===== config.mk =====
export PLATFORM = sky130hd
export DESIGN_NAME = pwm_update_ctrl
export DESIGN_NICKNAME = d
export VERILOG_FILES = /design/src/rtl/pwm_update_ctrl.sv
export SDC_FILE = /design/constraint.sdc
export NUM_CORES = 1
export LEC_CHECK = 0
export CAP_MARGIN = 20
export CORE_AREA = 2 2 114 116
export DETAILED_ROUTE_END_ITERATION = 8
export DIE_AREA = 0 0 116 118
export PLACE_DENSITY = 0.74
export SETUP_SLACK_MARGIN = 0.4
export SLEW_MARGIN = 5
export SYNTH_ARGS = -nofsm -noshare
export SYNTH_HDL_FRONTEND = slang
export SYNTH_SLANG_ARGS = --single-unit

===== constraint.sdc =====
create_clock -name MClk -period 3 [get_ports MClk]
set_input_delay 0.75 -clock MClk [delete_from_list [all_inputs] [get_ports MClk]]
set_output_delay 0.75 -clock MClk [all_outputs]
set_load 0.02 [all_outputs]

===== src/rtl/pwm_update_ctrl.sv =====
// PWM period/config update controller: double-buffered config, period counter.
// Optional `PWM_RAMP_EN: Compare slews toward its target by RampStep per period.
module pwm_update_ctrl #(
  parameter int LevelCount = 2,
  parameter int BIT_WIDTH  = 16
) (
  input  logic                  MClk,
  input  logic                  RstN,
  input  logic                  Start,
  input  logic                  Stop,
  input  logic                  CfgValid,
  output logic                  CfgReady,
  input  logic [BIT_WIDTH-1:0]  CfgCompare,
  input  logic [BIT_WIDTH-1:0]  CfgMaxCount,
  input  logic [BIT_WIDTH-1:0]  CfgStepSize,
  input  logic [BIT_WIDTH-1:0]  CfgDeadTime,
  input  logic [BIT_WIDTH-1:0]  RampStep,
  output logic [BIT_WIDTH-1:0]  Compare,
  output logic [BIT_WIDTH-1:0]  PWMMaxCount,
  output logic [BIT_WIDTH-1:0]  TriangleStepSize,
  output logic [BIT_WIDTH-1:0]  DeadTimeCount,
  output logic [LevelCount-1:0] RunLevels,
  output logic                  PeriodStart,
  output logic                  CfgCommit,
  output logic                  Running
);

  typedef enum logic [1:0] {
    IDLE,
    RUN,
    STOP_PEND
  } state_t;

  localparam logic [BIT_WIDTH-1:0] One = 1;

  state_t               state;
  state_t               state_nxt;
  logic [BIT_WIDTH-1:0] period_cnt;
  logic                 slot_full;
  logic                 committed;
  logic [BIT_WIDTH-1:0] slot_cmp;
  logic [BIT_WIDTH-1:0] slot_max;
  logic [BIT_WIDTH-1:0] slot_step;
  logic [BIT_WIDTH-1:0] slot_dead;
  logic                 active;
  logic                 last_cnt;
  logic                 fill;
  logic                 commit;
  logic [BIT_WIDTH-1:0] cmp_clamped;
  logic [BIT_WIDTH-1:0] cmp_nxt;

  assign active      = (state != IDLE);
  assign last_cnt    = (period_cnt == PWMMaxCount);
  assign CfgReady    = ~slot_full;
  assign fill        = CfgValid & ~slot_full;
  // In IDLE the slot drains at once; while running only at a period boundary.
  assign commit      = slot_full & (~active | last_cnt);
  assign cmp_clamped = (slot_cmp > slot_max) ? slot_max : slot_cmp;
  assign PeriodStart = active & (period_cnt == '0);
  assign Running     = active;
  assign RunLevels   = {LevelCount{active}};

  always_comb begin
    state_nxt = state;
    case (state)
      IDLE:      if (Start && !Stop && committed) state_nxt = RUN;
      RUN:       if (Stop) state_nxt = STOP_PEND;
      STOP_PEND: if (last_cnt) state_nxt = IDLE;
      default:   state_nxt = IDLE;
    endcase
  end

`ifdef PWM_RAMP_EN
  logic [BIT_WIDTH-1:0] target;
  logic [BIT_WIDTH-1:0] ramp_goal;
  logic [BIT_WIDTH-1:0] ramp_next;
  logic [BIT_WIDTH-1:0] dist;
  logic                 down;

  assign ramp_goal = commit ? cmp_clamped : target;
  assign down      = (Compare > ramp_goal);

  always_comb begin
    dist      = down ? (Compare - ramp_goal) : (ramp_goal - Compare);
    ramp_next = ramp_goal;
    if (RampStep != '0 && dist > RampStep)
      ramp_next = down ? (Compare - RampStep) : (Compare + RampStep);
  end

  // Steps land on the boundary edge so each period sees one stable value.
  always_comb begin
    cmp_nxt = Compare;
    if (commit && !active)
      cmp_nxt = cmp_clamped;
    else if (active && last_cnt)
      cmp_nxt = ramp_next;
  end

  always_ff @(posedge MClk) begin
    if (!RstN)
      target <= '0;
    else if (commit)
      target <= cmp_clamped;
  end
`else
  logic ramp_unused;

  assign ramp_unused = ^RampStep;

  always_comb begin
    cmp_nxt = Compare;
    if (commit)
      cmp_nxt = cmp_clamped;
  end
`endif

  always_ff @(posedge MClk) begin
    if (!RstN) begin
      state            <= IDLE;
      period_cnt       <= '0;
      slot_full        <= 1'b0;
      committed        <= 1'b0;
      slot_cmp         <= '0;
      slot_max         <= '0;
      slot_step        <= '0;
      slot_dead        <= '0;
      Compare          <= '0;
      PWMMaxCount      <= '1;
      TriangleStepSize <= '0;
      DeadTimeCount    <= '0;
      CfgCommit        <= 1'b0;
    end else begin
      state     <= state_nxt;
      CfgCommit <= commit;
      Compare   <= cmp_nxt;
      if (!active || last_cnt)
        period_cnt <= '0;
      else
        period_cnt <= period_cnt + One;
      if (commit) begin
        slot_full        <= 1'b0;
        committed        <= 1'b1;
        PWMMaxCount      <= slot_max;
        TriangleStepSize <= slot_step;
        DeadTimeCount    <= slot_dead;
      end else if (fill) begin
        slot_full <= 1'b1;
        slot_cmp  <= CfgCompare;
        slot_max  <= CfgMaxCount;
        slot_step <= CfgStepSize;
        slot_dead <= CfgDeadTime;
      end
    end
  end

endmodule

==> impl_results.md <==
- ANT nets after route: 0
- Worst Path Arrival: approximately 1.7 ns
- Largest net degree at the start of global routing: 51
- Tot GR Track Use: between 20% and 30%
- Relative slew slack: a little under three fifths
- Critical path fanouts, max: 5
- Final Hold Fails: 0
- Slew Viols, Final: 0
- CP Capture Type: output pin
- Final TNS setup: 0 ns
- Post-synthesis cell type count: 41
- Antenna diodes: 0
- H-tree depth reported by CTS: 4
- Final Skew: 0.00548 ns
- Layout cells sized above 1: 6.96%
- Max stage delay on crit path: around 0.55 ns
- Synth Cell Area: about 0.0058 sq mm
- Crit-path cells: or2_2 > clkdlybuf4s50_1
- Vias in the first global route: around 4800
- LEAKAGE: roughly 3.0 nW
- Status: finished clean
- Final design instance area without fill: slightly below 0.008 sq mm
- First-pass GRT wire length: between 20000 and 25000 um
- Peak VDD IR: between 300 and 400 uV
- GPL Wtd Cong: around 0.87
- Number of port buffers: ~140
- Synthesized flop and latch total: roughly 150
- HP Class: flip-flop to flip-flop
- Initial Utilization: a little under half
- Final Setup Violations: 0
- Area of the multi-input gates: about 0.0025 sq mm
- Fmax: 407 MHz
- Startpoint Class: flip-flop
- Worst hold path depth: 2
- R2r worst-path depth: 9
- Post-CTS Hold Buffers: 0
- CTS tree: built
- Max-capacitance violation count: 0
- Clk pwr share: roughly two fifths
- Die Span X: 116 um
- Slowest library cell on the worst path: clkdlybuf4s50_1
- RSZ-0062 raised after global routing: no
- Area of the die: approximately 0.014 sq mm
- Setup bufs post-CTS: 0
- Placed inst area: roughly 0.0073 sq mm
- Vias per cell: a little over 5
- Total core area: about 0.012 sq mm
- CTS Root Cell: clkbuf_16
- Average size of a mapped cell: a little over 9 sq um
- PwrDens: about 610 mW/mm^2
- Cell count after synthesis: between 600 and 700
- Final-layout fill cell count: 1041
- DP Wirelength: slightly above 10000 um
- Initial antenna violation count: 0
- Register area share after synthesis: between 50% and 60%
- Fin crit period: 2.46 ns
- Height of the die: ~120 um
- CTS Buffer Depth: 2
- Std-Cell Rows: 41
- FF-to-FF setup slack: 0.62 ns
- YS warnings: 0
- Clock transition at path regs: ~0.06 ns
- Worst Setup Path Type: flip-flop to output pin
- DRC: 0
- Seq. cell area: between 0.002 and 0.003 sq mm
- Clock sink total: around 150
- Vias: ~4800
- Final global-route overflow total: 0
- Combinational Power Share: between 10% and 20%
- CP Data Required Time: about 2.3 ns
- Tcrit/Tclk final: between 80% and 90%
- DR WL/cell: 15.6 um
- Worst-Margin Slew: 0.668 ns
- Layout Nets: approximately 850
- Switch Pwr: around 1.2 mW
- # IOs: roughly 160
- Switch share: 24.9%
- Sequential power share: between 40% and 50%
- Drt pass-1 iters: 4
- Syn-to-layout area delta: 35.9%
- Initial DRC count: 350
- Syn_nets: about 730
- Internal power: between 3 and 4 mW
- Worst skew pair latency: around 0.42 ns
- CTS buffer count: 17
- Wirelength, routed: between 10000 and 15000 um
==> stage by stage <==
| step | hold WS, ns | util [%] | worst slack (ns) | cells | power (mW) |
|---|---|---|---|---|---|
| floorplan | 0.422 | - | 0.763 | 622 | 2.60 |
| global placement | 0.440 | 59.0 | 0.464 | 901 | 2.86 |
| detailed placement | 0.435 | 59.0 | 0.461 | 901 | 2.88 |
| CTS | 0.445 | 63.5 | 0.452 | 933 | 4.89 |
| global route | 0.468 | 63.7 | 0.403 | 933 | 5.03 |
| finish | 0.443 | 63.7 | 0.543 | 933 | 4.85 |
==> repair_timing <==
action	CTS	global route
gates resized for setup	5	6
pin swaps	0	1
endpoints found under the setup margin	1	36
==> layout make-up <==
cell class | instances | share of cell area, %
Inverter | 23 | 1.16
Timing Repair Buffer | 147 | 19.1
Clock inverter | 8 | 0.934
Multi-Input combinational cell | 410 | 32.2
Tap cell | 172 | 2.72
Sequential cell | 149 | 37.7
Clock buffer | 24 | 6.22
==> worst paths after layout <==
path,endpoint,from
setup / recovery,RunLevels[1],state[0]
hold / removal,committed,committed
setup reg to reg,Compare[10],slot_max[13]
hold reg to reg,committed,committed
==> power by group through the flow <==
stage / clock network [mW] / registers, mW / logic [mW]
4_1_cts: 2.05 / 2.16 / 0.680
3_5_place_dp: 0 / 2.20 / 0.677
3_3_place_gp: 0 / 2.20 / 0.665
2_1_floorplan: 0 / 2.23 / 0.370
5_1_grt: 2.12 / 2.17 / 0.738
6_report: 2.01 / 2.16 / 0.679
==> flip-flops by register name, indices dropped and copies added, names as in the netlist, 16 cells and up <==
name and flops:
Compare 16, DeadTimeCount 16, PWMMaxCount 16, TriangleStepSize 16, period_cnt 16, slot_cmp 16, slot_dead 16, slot_max 16
slot_step 16
==> cells in the final DEF (no fill, tap or decap), types with 16 or more instances in the layout <==
cell type	synthesis	final
a21oi_1	71	71
a22o_1	32	32
clkbuf_16	0	17
clkdlybuf4s50_1	0	137
dfxtp_1	149	149
ha_1	18	18
inv_1	22	21
mux2i_1	16	16
nand2_1	140	139
nor2_1	24	24
o2bb2ai_1	16	16
xnor2_1	20	20
==> layer usage <==
| metal | track usage [%] | up-vias | wire length [um] |
|---|---|---|---|
| li1 | - | 2387 | - |
| met1 | 27.6 | 2299 | 6220 |
| met2 | 34.7 | 125 | 6970 |
| met3 | 7.88 | 19 | 1080 |
| met4 | 8.26 | 0 | 252 |
| met5 | 0 | - | 0 |
==> synthesized netlist by cell type <==
cell type	n	area share [%]
nor2_1	24	1.5
o21ai_0	2	0.17
buf_4	4	0.52
o22a_1	1	0.15
nor4_1	5	0.54
nand4_1	9	0.97
and2_1	2	0.21
a221o_1	1	0.17
nor3_1	2	0.17
clkbuf_1	22	1.4
mux2i_1	16	2.8
inv_2	1	0.064
nor2b_1	2	0.21
a21boi_0	1	0.13
a2bb2oi_1	15	2.3
buf_1	1	0.064
ha_1	18	3.9
buf_6	7	1.4
xor2_1	9	1.4
nor4b_1	1	0.15
o21bai_4	1	0.32
nand3_1	9	0.77
a21oi_2	1	0.15
dfxtp_1	149	51
buf_12	1	0.34
nand3_4	1	0.30
xnor2_1	20	3.0
a21o_1	2	0.26
a22o_1	32	4.8
o31a_1	1	0.15
buf_2	4	0.34
nand2_1	140	9.0
and3_1	3	0.32
a31oi_1	1	0.11
inv_1	22	1.4
or2_2	2	0.21
nor4_2	1	0.21
xnor2_2	1	0.28
o2bb2ai_1	16	2.4
clkbuf_2	1	0.086
a21oi_1	71	6.1
==> cell families (layout without fill, tap and decap cells) <==
group / Yosys count / after routing / share of synthesized area, %
adder cells (fa/ha/maj): 18 / 18 / 3.87
AO/OA/AOI/OAI: 145 / 145 / 17.2
AND/OR/NAND/NOR: 201 / 201 / 14.7
buffers and inverters: 63 / 202 / 5.61
multiplexers: 16 / 16 / 2.75
XOR/XNOR: 30 / 30 / 4.64
flip-flops: 149 / 149 / 51.3
==> worst max-delay path, delay by kind of cell (launching register included) <==
family,cells,cell delay (ns)
buffers and inverters,1,0.55
flip-flops,1,0.36
AND/OR/NAND/NOR,1,0.37
(Power assumes the default switching activity.)
